File: config.mk
export PLATFORM = sky130hd
export DESIGN_NAME = cl_ocl_axil_guard
export DESIGN_NICKNAME = d
export VERILOG_FILES = /design/src/rtl/cl_manycore_pkg.sv /design/src/rtl/cl_ocl_axil_timer.sv /design/src/rtl/cl_ocl_axil_guard.sv
export SDC_FILE = /design/constraint.sdc
export NUM_CORES = 1
export LEC_CHECK = 0
export ABC_AREA = 1
export CORE_MARGIN = 1.5
export CORE_UTILIZATION = 43
export CTS_BUF_LIST = sky130_fd_sc_hd__clkbuf_8
export CTS_CLUSTER_DIAMETER = 120
export DETAILED_ROUTE_END_ITERATION = 8
export GPL_TIMING_DRIVEN = 0
export PLACE_DENSITY = 0.79
export RECOVER_POWER = 25
export SLEW_MARGIN = 10
export SYNTH_ARGS = -nofsm -noshare
export SYNTH_HDL_FRONTEND = slang
export SYNTH_SLANG_ARGS = --single-unit
File: constraint.sdc
create_clock -name clk_main_a0 -period 6.4 [get_ports clk_main_a0]
set_input_delay 0.64 -clock clk_main_a0 [delete_from_list [all_inputs] [get_ports clk_main_a0]]
set_output_delay 0.64 -clock clk_main_a0 [all_outputs]
set_load 0.02 [all_outputs]
File: src/rtl/cl_manycore_pkg.sv
// cl_manycore_pkg: AXI4-Lite bus bundles, response codes and guard FSM states
package cl_manycore_pkg;
  typedef struct packed {
    logic [31:0] awaddr;
    logic        awvalid;
    logic [31:0] wdata;
    logic [3:0]  wstrb;
    logic        wvalid;
    logic        bready;
    logic [31:0] araddr;
    logic        arvalid;
    logic        rready;
  } axil_mosi_s;
  typedef struct packed {
    logic        awready;
    logic        wready;
    logic [1:0]  bresp;
    logic        bvalid;
    logic        arready;
    logic [31:0] rdata;
    logic [1:0]  rresp;
    logic        rvalid;
  } axil_miso_s;
  typedef enum logic [1:0] {OKAY = 2'b00, SLVERR = 2'b10} axil_resp_e;
  typedef enum logic [1:0] {W_IDLE, W_ISSUE, W_WAIT, W_RESP} wr_state_e;
  typedef enum logic [1:0] {R_IDLE, R_ISSUE, R_WAIT, R_RESP} rd_state_e;
endpackage

File: src/rtl/cl_ocl_axil_timer.sv
// cl_ocl_axil_timer: response-wait timer with expiry strobe and saturating expiry count
module cl_ocl_axil_timer #(
  parameter int TIMEOUT_CYC_P = 4096
) (
  input  logic        clk_main_a0,
  input  logic        rst_n,
  input  logic        clear,
  input  logic        run,
  input  logic        done,
  output logic        expire,
  output logic [15:0] events
);
  localparam int TW = $clog2(TIMEOUT_CYC_P) + 1;
  logic [TW-1:0] t;
  // a response landing on the last cycle pre-empts the timeout
  assign expire = run && !done && t == TW'(TIMEOUT_CYC_P - 1);
  always_ff @(posedge clk_main_a0 or negedge rst_n)
    if (!rst_n) begin
      t      <= '0;
      events <= '0;
    end else begin
      t <= clear ? '0 : run ? t + 1'b1 : t;
      if (expire && events != 16'hFFFF) events <= events + 1'b1;
    end
endmodule

File: src/rtl/cl_ocl_axil_guard.sv
// cl_ocl_axil_guard: registered AXI4-Lite guard between shell OCL and manycore,
// answering SLVERR when the downstream never responds
module cl_ocl_axil_guard
  import cl_manycore_pkg::*;
#(
  parameter int          TIMEOUT_CYC_P = 4096,
  parameter logic [31:0] ERR_RDATA_P   = 32'hDEAD_BEEF
) (
  input  logic        clk_main_a0,
  input  logic        rst_main_n,
  input  axil_mosi_s  s_axil_i,
  output axil_miso_s  s_axil_o,
  output axil_mosi_s  m_axil_o,
  input  axil_miso_s  m_axil_i,
  output logic [15:0] wr_timeout_cnt_o,
  output logic [15:0] rd_timeout_cnt_o,
  output logic        timeout_sticky_o
);
  logic [1:0] rst_sync;
  logic rst_n;
  wr_state_e wr_state;
  rd_state_e rd_state;
  logic aw_held, w_held, m_awvalid, m_wvalid, s_bvalid, wr_drain, wr_exp;
  logic m_arvalid, s_rvalid, rd_drain, rd_exp;
  logic [31:0] awaddr, wdata, araddr, s_rdata;
  logic [3:0] wstrb;
  logic [1:0] s_bresp, s_rresp;
  logic aw_hs, w_hs, ar_hs;
  always_ff @(posedge clk_main_a0 or negedge rst_main_n)
    if (!rst_main_n) rst_sync <= 2'b00;
    else rst_sync <= {rst_sync[0], 1'b1};
  assign rst_n = rst_sync[1];
  always_comb begin
    s_axil_o = '{awready: rst_n && wr_state == W_IDLE && !aw_held,
                 wready:  rst_n && wr_state == W_IDLE && !w_held,
                 bresp: s_bresp, bvalid: s_bvalid,
                 arready: rst_n && rd_state == R_IDLE,
                 rdata: s_rdata, rresp: s_rresp, rvalid: s_rvalid};
    m_axil_o = '{awaddr: awaddr, awvalid: m_awvalid, wdata: wdata, wstrb: wstrb,
                 wvalid: m_wvalid, bready: wr_state == W_WAIT || wr_drain,
                 araddr: araddr, arvalid: m_arvalid,
                 rready: rd_state == R_WAIT || rd_drain};
  end
  assign aw_hs = s_axil_o.awready && s_axil_i.awvalid;
  assign w_hs  = s_axil_o.wready && s_axil_i.wvalid;
  assign ar_hs = s_axil_o.arready && s_axil_i.arvalid;
  cl_ocl_axil_timer #(.TIMEOUT_CYC_P(TIMEOUT_CYC_P)) u_wr_timer (
    .clk_main_a0(clk_main_a0), .rst_n(rst_n), .clear(wr_state != W_WAIT),
    .run(wr_state == W_WAIT), .done(m_axil_i.bvalid), .expire(wr_exp),
    .events(wr_timeout_cnt_o));
  cl_ocl_axil_timer #(.TIMEOUT_CYC_P(TIMEOUT_CYC_P)) u_rd_timer (
    .clk_main_a0(clk_main_a0), .rst_n(rst_n), .clear(rd_state != R_WAIT),
    .run(rd_state == R_WAIT), .done(m_axil_i.rvalid), .expire(rd_exp),
    .events(rd_timeout_cnt_o));
  always_ff @(posedge clk_main_a0 or negedge rst_n)
    if (!rst_n) timeout_sticky_o <= 1'b0;
    else if (wr_exp || rd_exp) timeout_sticky_o <= 1'b1;
  always_ff @(posedge clk_main_a0 or negedge rst_n)
    if (!rst_n) begin
      wr_state  <= W_IDLE;
      aw_held   <= 1'b0;
      w_held    <= 1'b0;
      awaddr    <= '0;
      wdata     <= '0;
      wstrb     <= '0;
      m_awvalid <= 1'b0;
      m_wvalid  <= 1'b0;
      s_bvalid  <= 1'b0;
      s_bresp   <= OKAY;
      wr_drain  <= 1'b0;
    end else begin
      if (wr_drain && m_axil_i.bvalid) wr_drain <= 1'b0;
      case (wr_state)
        W_IDLE: begin
          if (aw_hs) begin
            awaddr  <= s_axil_i.awaddr;
            aw_held <= 1'b1;
          end
          if (w_hs) begin
            wdata  <= s_axil_i.wdata;
            wstrb  <= s_axil_i.wstrb;
            w_held <= 1'b1;
          end
          if ((aw_held || aw_hs) && (w_held || w_hs)) begin
            aw_held <= 1'b0;
            w_held  <= 1'b0;
            if (wr_drain) begin
              s_bvalid <= 1'b1;
              s_bresp  <= SLVERR;
              wr_state <= W_RESP;
            end else begin
              m_awvalid <= 1'b1;
              m_wvalid  <= 1'b1;
              wr_state  <= W_ISSUE;
            end
          end
        end
        W_ISSUE: begin
          if (m_axil_i.awready) m_awvalid <= 1'b0;
          if (m_axil_i.wready) m_wvalid <= 1'b0;
          if ((!m_awvalid || m_axil_i.awready) && (!m_wvalid || m_axil_i.wready)) wr_state <= W_WAIT;
        end
        W_WAIT:
          if (m_axil_i.bvalid || wr_exp) begin
            s_bvalid <= 1'b1;
            s_bresp  <= m_axil_i.bvalid ? m_axil_i.bresp : SLVERR;
            wr_drain <= !m_axil_i.bvalid;
            wr_state <= W_RESP;
          end
        default:
          if (s_axil_i.bready) begin
            s_bvalid <= 1'b0;
            wr_state <= W_IDLE;
          end
      endcase
    end
  always_ff @(posedge clk_main_a0 or negedge rst_n)
    if (!rst_n) begin
      rd_state  <= R_IDLE;
      araddr    <= '0;
      m_arvalid <= 1'b0;
      s_rvalid  <= 1'b0;
      s_rresp   <= OKAY;
      s_rdata   <= '0;
      rd_drain  <= 1'b0;
    end else begin
      if (rd_drain && m_axil_i.rvalid) rd_drain <= 1'b0;
      case (rd_state)
        R_IDLE:
          if (ar_hs) begin
            araddr <= s_axil_i.araddr;
            if (rd_drain) begin
              s_rvalid <= 1'b1;
              s_rresp  <= SLVERR;
              s_rdata  <= ERR_RDATA_P;
              rd_state <= R_RESP;
            end else begin
              m_arvalid <= 1'b1;
              rd_state  <= R_ISSUE;
            end
          end
        R_ISSUE:
          if (m_axil_i.arready) begin
            m_arvalid <= 1'b0;
            rd_state  <= R_WAIT;
          end
        R_WAIT:
          if (m_axil_i.rvalid || rd_exp) begin
            s_rvalid <= 1'b1;
            s_rresp  <= m_axil_i.rvalid ? m_axil_i.rresp : SLVERR;
            s_rdata  <= m_axil_i.rvalid ? m_axil_i.rdata : ERR_RDATA_P;
            rd_drain <= !m_axil_i.rvalid;
            rd_state <= R_RESP;
          end
        default:
          if (s_axil_i.rready) begin
            s_rvalid <= 1'b0;
            rd_state <= R_IDLE;
          end
      endcase
    end
endmodule
==> summary.md, run 1 <==
| Metric | Value |
|---|---|
| Status | finished with violations |
| Violated checks | capacitance limit, slew limit |
| Drt wl/cell | 14.6 µm |
| Final nets | 1649 |
| DP Area | 13500 µm² |
| Vias in the first global route | 8644 |
| Synth top cells by count | 482 x nand2_1, 210 x dfrtp_1, 69 x nor2_1 |
| Final Routed Wirelength | 26100 µm |
| Buffers on Ports | 326 |
| Post-DP HPWL | 19500 µm |
| Fmax achieved | 275 MHz |
| FILL cells | 1820 |
| Met3 usage | 6.82% |
| Final design utilization | 64.1% |
| Worst endpoint required time | 5.76 ns |
| Clk_skew | 0.0191 ns |
| Type of the most critical hold path | register to register |
| Commonest register cell after synthesis | dfrtp_1 |
| Critical path endpoint category | primary output |
| Post-CTS Resized | 0 |
| CTS Buffer Depth | 3 |
| Core area | 22000 µm² |
| Cells after Synth | 1120 |
| Tmin final | 3.63 ns |
| Die H | 154 µm |
| Most frequent cell after synthesis | nand2_1 |
| Register area share after synthesis | 53.9% |
| Clock-pin slew of the registers on the worst-case setup and hold paths | 0.05 ns |
| Met2 usage | 38.5% |
| Pin count of the biggest net entering global routing | 55 |
| Crit path max fanout | 53 |
| Finished Cell Area | 14100 µm² |
| Post-route insts no fill | 1789 |
| GRT Overall Usage | 22.1% |
| Cts bufs inserted | 37 |
| # Post-CTS Setup Buffers | 0 |
| Origin of the worst setup path | rst_sync[1] |
| Initial antenna violation count | 0 |
| Cts hold-fix bufs | 0 |
| Worst skew pair latency | 0.52 ns |
| Initial Utilization | 44.2% |
| Synth warn | 0 |
| H-Tree Depth | 2 |
| Vias per std cell | 4.85 |
| Power density over the cells | 430 nW/µm² |
| Post-route DRC | 0 |
| RSZ-0062 raised after global routing | no |
| First-pass GRT wire length | 42300 µm |
| Synth-to-layout area growth | 44.9% |
| Leakage | 6.71 nW |
| Avg Synthesized Cell Area | 8.70 µm² |
| Final setup TNS | 0 ns |
| Antenna Nets Post-Route | 0 |
| Final Hold Viols | 0 |
| Clk sinks | 210 |
| Area leader, netlist | dfrtp_1 |
| Top Ports | 327 |
| Worst vdd ir | 283 µV |
| Top cells by area, synth | dfrtp_1 54%, nand2_1 19%, mux2_2 3.7% |
| # setup viols final | 0 |
| Worst hold start | rst_sync[0] |
| Period Utilization, post-route | 56.8% |
| Worst slew pin tran | 2.89 ns |
| Post-synthesis async set-or-reset flop share | 100% |
| Crit path DAT | 2.99 ns |
| Placer congestion estimate | 0.846 |
| GRT busiest layer | met2 |
| Pre-antenna DRT Iters | 5 |
| Met1 GRT Util | 25.8% |
| Seq cells post-synth | 210 |
| Placed insts | 1730 |
| Clock root buffer | clkbuf_8 |
| Row Count | 54 |
| Post-synth top area share | 53.9% |
| Die area | 23600 µm² |
| Slew headroom | -92.8% |
| Grt ovf | 0 |
| Final slew viol count | 55 |
| Share of post-route cells with drive strength above 1 | 12.1% |
| DRT iter0 DRCs | 367 |
| Post-route worst setup slack | 2.77 ns |
| Die width | 154 µm |
| Post-Syn Area | 9750 µm² |
| DR vias | 8668 |
| DP Worst Slack | 3.56 ns |
| Post-Syn Nets | 1280 |
| Setup CP Type | register to primary output |
| N_diodes | 0 |
| Reg2reg start | rst_sync[1] |
| CP startpoint kind | register |
| CTS tree | built |
| Max-Cap Viols | 1 |
| Count of different cell masters after synthesis | 39 |
| Post-synth EDFFs | 0 |
-- cells in the final DEF (no fill, tap or decap), drive strengths merged, types with 2 or more instances in the layout --
cell type	count
nand2	495
clkdlybuf4s50	325
dfrtp	210
nor2	77
inv	76
clkbuf	55
nand4	44
buf	39
mux2	32
nand3	29
or2	25
o21ai	21
a21oi	16
xnor2	15
ha	12
nor3	12
xor2	9
o21bai	4
nor3b	2
clkinv	2
-- stage by stage --
stage	total power, mW	hold WS, ns
floorplan	3.62	0.331
global placement	4.85	0.337
detailed placement	4.94	0.236
CTS	6.14	0.239
global route	6.48	0.331
finish	6.07	0.354
-- routing by layer --
| layer | part of all wire [%] | up-vias |
|---|---|---|
| met1 | 40 | 4044 |
| li1 | - | 4274 |
| met5 | 0 | - |
| met2 | 49 | 287 |
| met4 | 3.2 | 0 |
| met3 | 7.8 | 63 |
-- area by class of cell --
class / count / area [µm²] / area share [%]
sequential: 210 / 5260 / 37.2
multi-input combinational: 800 / 3920 / 27.7
timing repair buffer: 330 / 3350 / 23.7
clock buffer: 45 / 619 / 4.39
tap: 280 / 350 / 2.48
buffer: 45 / 328 / 2.32
inverter: 65 / 244 / 1.73
clock inverter: 14 / 58.8 / 0.416
-- worst paths after layout --
check | cells after the start | slack, ns | end
setup reg to reg | 1 | 2.80 | araddr[22]
setup / recovery | 5 | 2.77 | s_axil_o[40]
max in group asynchronous | 1 | 2.80 | araddr[22]
hold reg to reg | 0 | 0.35 | rst_sync[1]
hold / removal | 0 | 0.35 | rst_sync[1]
min in group asynchronous | 1 | 0.36 | rst_sync[1]
-- cell families (layout without fill, tap and decap cells) --
| logic type | Yosys count | count (layout) | synth area share (%) |
|---|---|---|---|
| AOI/OAI and AO/OA | 45 | 45 | 2.57 |
| xor gates and xnor gates | 24 | 24 | 2.16 |
| adders and majority gates | 12 | 12 | 1.54 |
| buffers and inverters | 110 | 499 | 5.87 |
| DFF | 210 | 210 | 53.9 |
| muxes | 32 | 32 | 3.70 |
| other | 1 | 1 | 0.0385 |
| and+or+nand+nor | 686 | 686 | 30.2 |
-- registers in the layout, indices dropped and copies added (netlist names), 4 cells and up --
name               count
s_rdata               32
wdata                 32
wstrb                  4
u_rd_timer.events     16
u_rd_timer.t          13
araddr                32
u_wr_timer.t          13
awaddr                32
u_wr_timer.events     16
-- report_power, final --
group / switching, mW / internal [mW] / total, mW
sequential: 0.250 / 1.79 / 2.05
clock: 0.531 / 0.627 / 1.16
combinational: 1.55 / 1.31 / 2.87
total: 2.33 / 3.74 / 6.07
-- worst max-delay path, cell delays in order, from the launching register on --
cell	delay (ns)
dfrtp_1	0.92
buf_16	0.32
buf_16	0.29
nand2_2	0.12
nor2_1	0.14
clkdlybuf4s50_1	0.67
(Power assumes the default switching activity.)
==> inputs of run 2 (changes only) <==
--- a/config.mk
+++ b/config.mk
@@ -7,12 +7,12 @@
 export LEC_CHECK = 0
 export ABC_AREA = 1
 export CORE_MARGIN = 1.5
-export CORE_UTILIZATION = 43
+export CORE_UTILIZATION = 48
 export CTS_BUF_LIST = sky130_fd_sc_hd__clkbuf_8
 export CTS_CLUSTER_DIAMETER = 120
 export DETAILED_ROUTE_END_ITERATION = 8
 export GPL_TIMING_DRIVEN = 0
-export PLACE_DENSITY = 0.79
+export PLACE_DENSITY = 0.84
 export RECOVER_POWER = 25
 export SLEW_MARGIN = 10
 export SYNTH_ARGS = -nofsm -noshare
==> constraint.sdc (replaced) <==
create_clock -name clk_main_a0 -period 3.8 [get_ports clk_main_a0]
set_input_delay 0.38 -clock clk_main_a0 [delete_from_list [all_inputs] [get_ports clk_main_a0]]
set_output_delay 0.38 -clock clk_main_a0 [all_outputs]
set_load 0.02 [all_outputs]
==> run 2 against run 1 <==
The flow now finishes without violations. Sequential share of layout area fell by 0.21 points. Non-clock buffer count did not move. Clock power rose by 85%. Setup slack got worse by 2.3 ns. Via count rose by 0.48%. Critical path depth did not move. Sequential power rose by 69%. Clock skew fell by 0.0012 ns. Clock-buffer cell count rose by 5. Global-route usage rose by 3.1 points. Critical endpoint unchanged. Largest cell class unchanged.
==> summary.md, run 2 (synthesis gave the netlist of run 1 again) <==
| Metric | Value |
|---|---|
| Fmax achieved | 304 MHz |
| Power density over the cells | 734 nW/µm² (+71%) |
| Post-CTS Resized | 0 (unchanged) |
| Final setup TNS | 0 ns (unchanged) |
| RSZ-0062 raised after global routing | no |
| Initial antenna violation count | 1 (+1) |
| Clock root buffer | clkbuf_8 |
| H-Tree Depth | 2 (unchanged) |
| Status | finished clean |
| Post-DP HPWL | 19400 µm (-0.67%) |
| Worst vdd ir | 578 µV (+100%) |
| Finished Cell Area | 14200 µm² (+0.65%) |
| Share of post-route cells with drive strength above 1 | 12.5% (+0.48 points) |
| # Post-CTS Setup Buffers | 0 (unchanged) |
| Type of the most critical hold path | register to asynchronous set/reset pin |
| Initial Utilization | 49.4% (+5.2 points) |
| First-pass GRT wire length | 43300 µm (+2.3%) |
| Die H | 145 µm (-5.2%) |
| Buffers on Ports | 326 (unchanged) |
| Row Count | 51 (-5.6%) |
| Slew headroom | 65.5% (+160 points) |
| Clock-pin slew of the registers on the worst-case setup and hold paths | 0.06 ns (about the same) |
| Most common cell after layout, fill and taps aside | nand2_1 |
| Synth-to-layout area growth | 45.9% |
| Vias in the first global route | 8926 (+3.3%) |
| Reg2reg start | rst_sync[1] |
| DP Area | 13400 µm² (-0.34%) |
| Leakage | 6.75 nW (+0.68%) |
| # setup viols final | 0 (unchanged) |
| Final nets | 1649 (unchanged) |
| CTS Buffer Depth | 3 (unchanged) |
| Pin count of the biggest net entering global routing | 64 (+16%) |
| Worst endpoint required time | 3.42 ns (-2.34 ns) |
| Max-Cap Viols | 0 (-1) |
| Vias per std cell | 4.89 (+0.94%) |
| Post-route DRC | 0 (unchanged) |
| GRT Overall Usage | 25.2% (+3.1 points) |
| Die width | 145 µm (-5.2%) |
| Cts bufs inserted | 37 (unchanged) |
| Crit path DAT | 2.91 ns (-0.08 ns) |
| Final Routed Wirelength | 26200 µm (+0.59%) |
| Final design utilization | 72.1% (+8.0 points) |
| Power Total | 10.4 mW (+72%) |
| Final slew viol count | 0 (-100%) |
| CP startpoint kind | register |
| CTS tree | built |
| Origin of the worst setup path | rst_sync[1] |
| Hold slack | 0.321 ns (-0.0329 ns) |
| Top Ports | 327 (unchanged) |
| Pre-antenna DRT Iters | 5 (unchanged) |
| Die area | 21200 µm² (-10%) |
| Period Utilization, post-route | 86.6% |
| Grt ovf | 0 (unchanged) |
| Antenna Nets Post-Route | 0 (unchanged) |
| FILL cells | 1446 (-21%) |
| Drt wl/cell | 14.7 µm (+1.0%) |
| Clk_skew | 0.0180 ns (-0.00119 ns) |
| Placer congestion estimate | 0.851 (+0.65%) |
| Crit path max fanout | 62 (+17%) |
| Core area | 19700 µm² (-10%) |
| Final Hold Viols | 0 (unchanged) |
| Setup CP Type | register to primary output |
| Commonest non-fill, non-tap cells in the layout | 482 x nand2_1, 325 x clkdlybuf4s50_1, 209 x dfrtp_1 |
| Worst skew pair latency | 0.52 ns (about the same) |
| Critical path endpoint category | primary output |
| Clk sinks | 210 (unchanged) |
| Tmin final | 3.29 ns |
| Worst slew pin tran | 0.518 ns (-2.37 ns) |
| DR vias | 8710 (+0.48%) |
| DRT iter0 DRCs | 360 (-1.9%) |
==> run 2: worst paths after layout <==
path	to	slack, ns	cells past startpoint
setup / recovery	s_axil_o[40]	0.51	5
hold / removal	araddr[25]	0.32	0
setup reg to reg	wdata[20]	1.24	9
hold reg to reg	araddr[25]	0.32	0
max in group asynchronous	wdata[13]	2.51	2
min in group clk_main_a0	rst_sync[1]	0.34	0
==> run 2: cell type report <==
| type | count | area [µm²] | share of cell area (%) |
|---|---|---|---|
| flip-flops and latches | 210 | 5260 | 37.0 |
| multi-input cells | 800 | 3920 | 27.6 |
| repair buffers | 330 | 3360 | 23.6 |
| clock buffers | 50 | 688 | 4.84 |
| well taps | 265 | 332 | 2.33 |
| plain buffers | 45 | 324 | 2.28 |
| inverters | 65 | 244 | 1.72 |
| clock inverters | 15 | 91.3 | 0.643 |
| diodes | 1 | 2.50 | 0.0176 |
==> run 2: critical path, cell delays in order, from the launching register on <==
cell and delay [ns]:
dfrtp_4 0.76, buf_16 0.36, buf_16 0.29, nand2_2 0.12, nor2_1 0.16, clkdlybuf4s50_1 0.64
==> run 2: power breakdown <==
group	internal (mW)	switching (mW)	total (mW)
clock	1.24	0.916	2.15
sequential	3.02	0.446	3.47
combinational	2.21	2.60	4.81
total	6.47	3.97	10.4
==> run 2: stage by stage <==
stage	cells	setup slack, ns
global placement	1711	-0.109
detailed placement	1714	0.995
CTS	1780	0.403
finish	1781	0.509
floorplan	1120	0.716
global route	1781	0.236
==> run 2: what timing repair did <==
| item | CTS | global route |
|---|---|---|
| setup endpoints to repair | 0 | 0 |
| hold endpoints to repair | 2 | 0 |
| hold buffers | 1 | 0 |
==> run 2: routing by layer <==
metal / track usage [%] / wire (µm)
met3: 7.49 / 2080
met1: 29.7 / 10400
met2: 42.9 / 12800
met5: 0 / 0
met4: 10.6 / 973
==> inputs of run 3 (changes only) <==
--- a/config.mk
+++ b/config.mk
@@ -6,6 +6,7 @@
 export NUM_CORES = 1
 export LEC_CHECK = 0
 export ABC_AREA = 1
+export CAP_MARGIN = 30
 export CORE_MARGIN = 1.5
 export CORE_UTILIZATION = 48
 export CTS_BUF_LIST = sky130_fd_sc_hd__clkbuf_8
==> results of run 3 <==
Final layout, timing and power as in run 2 (identical DEF).
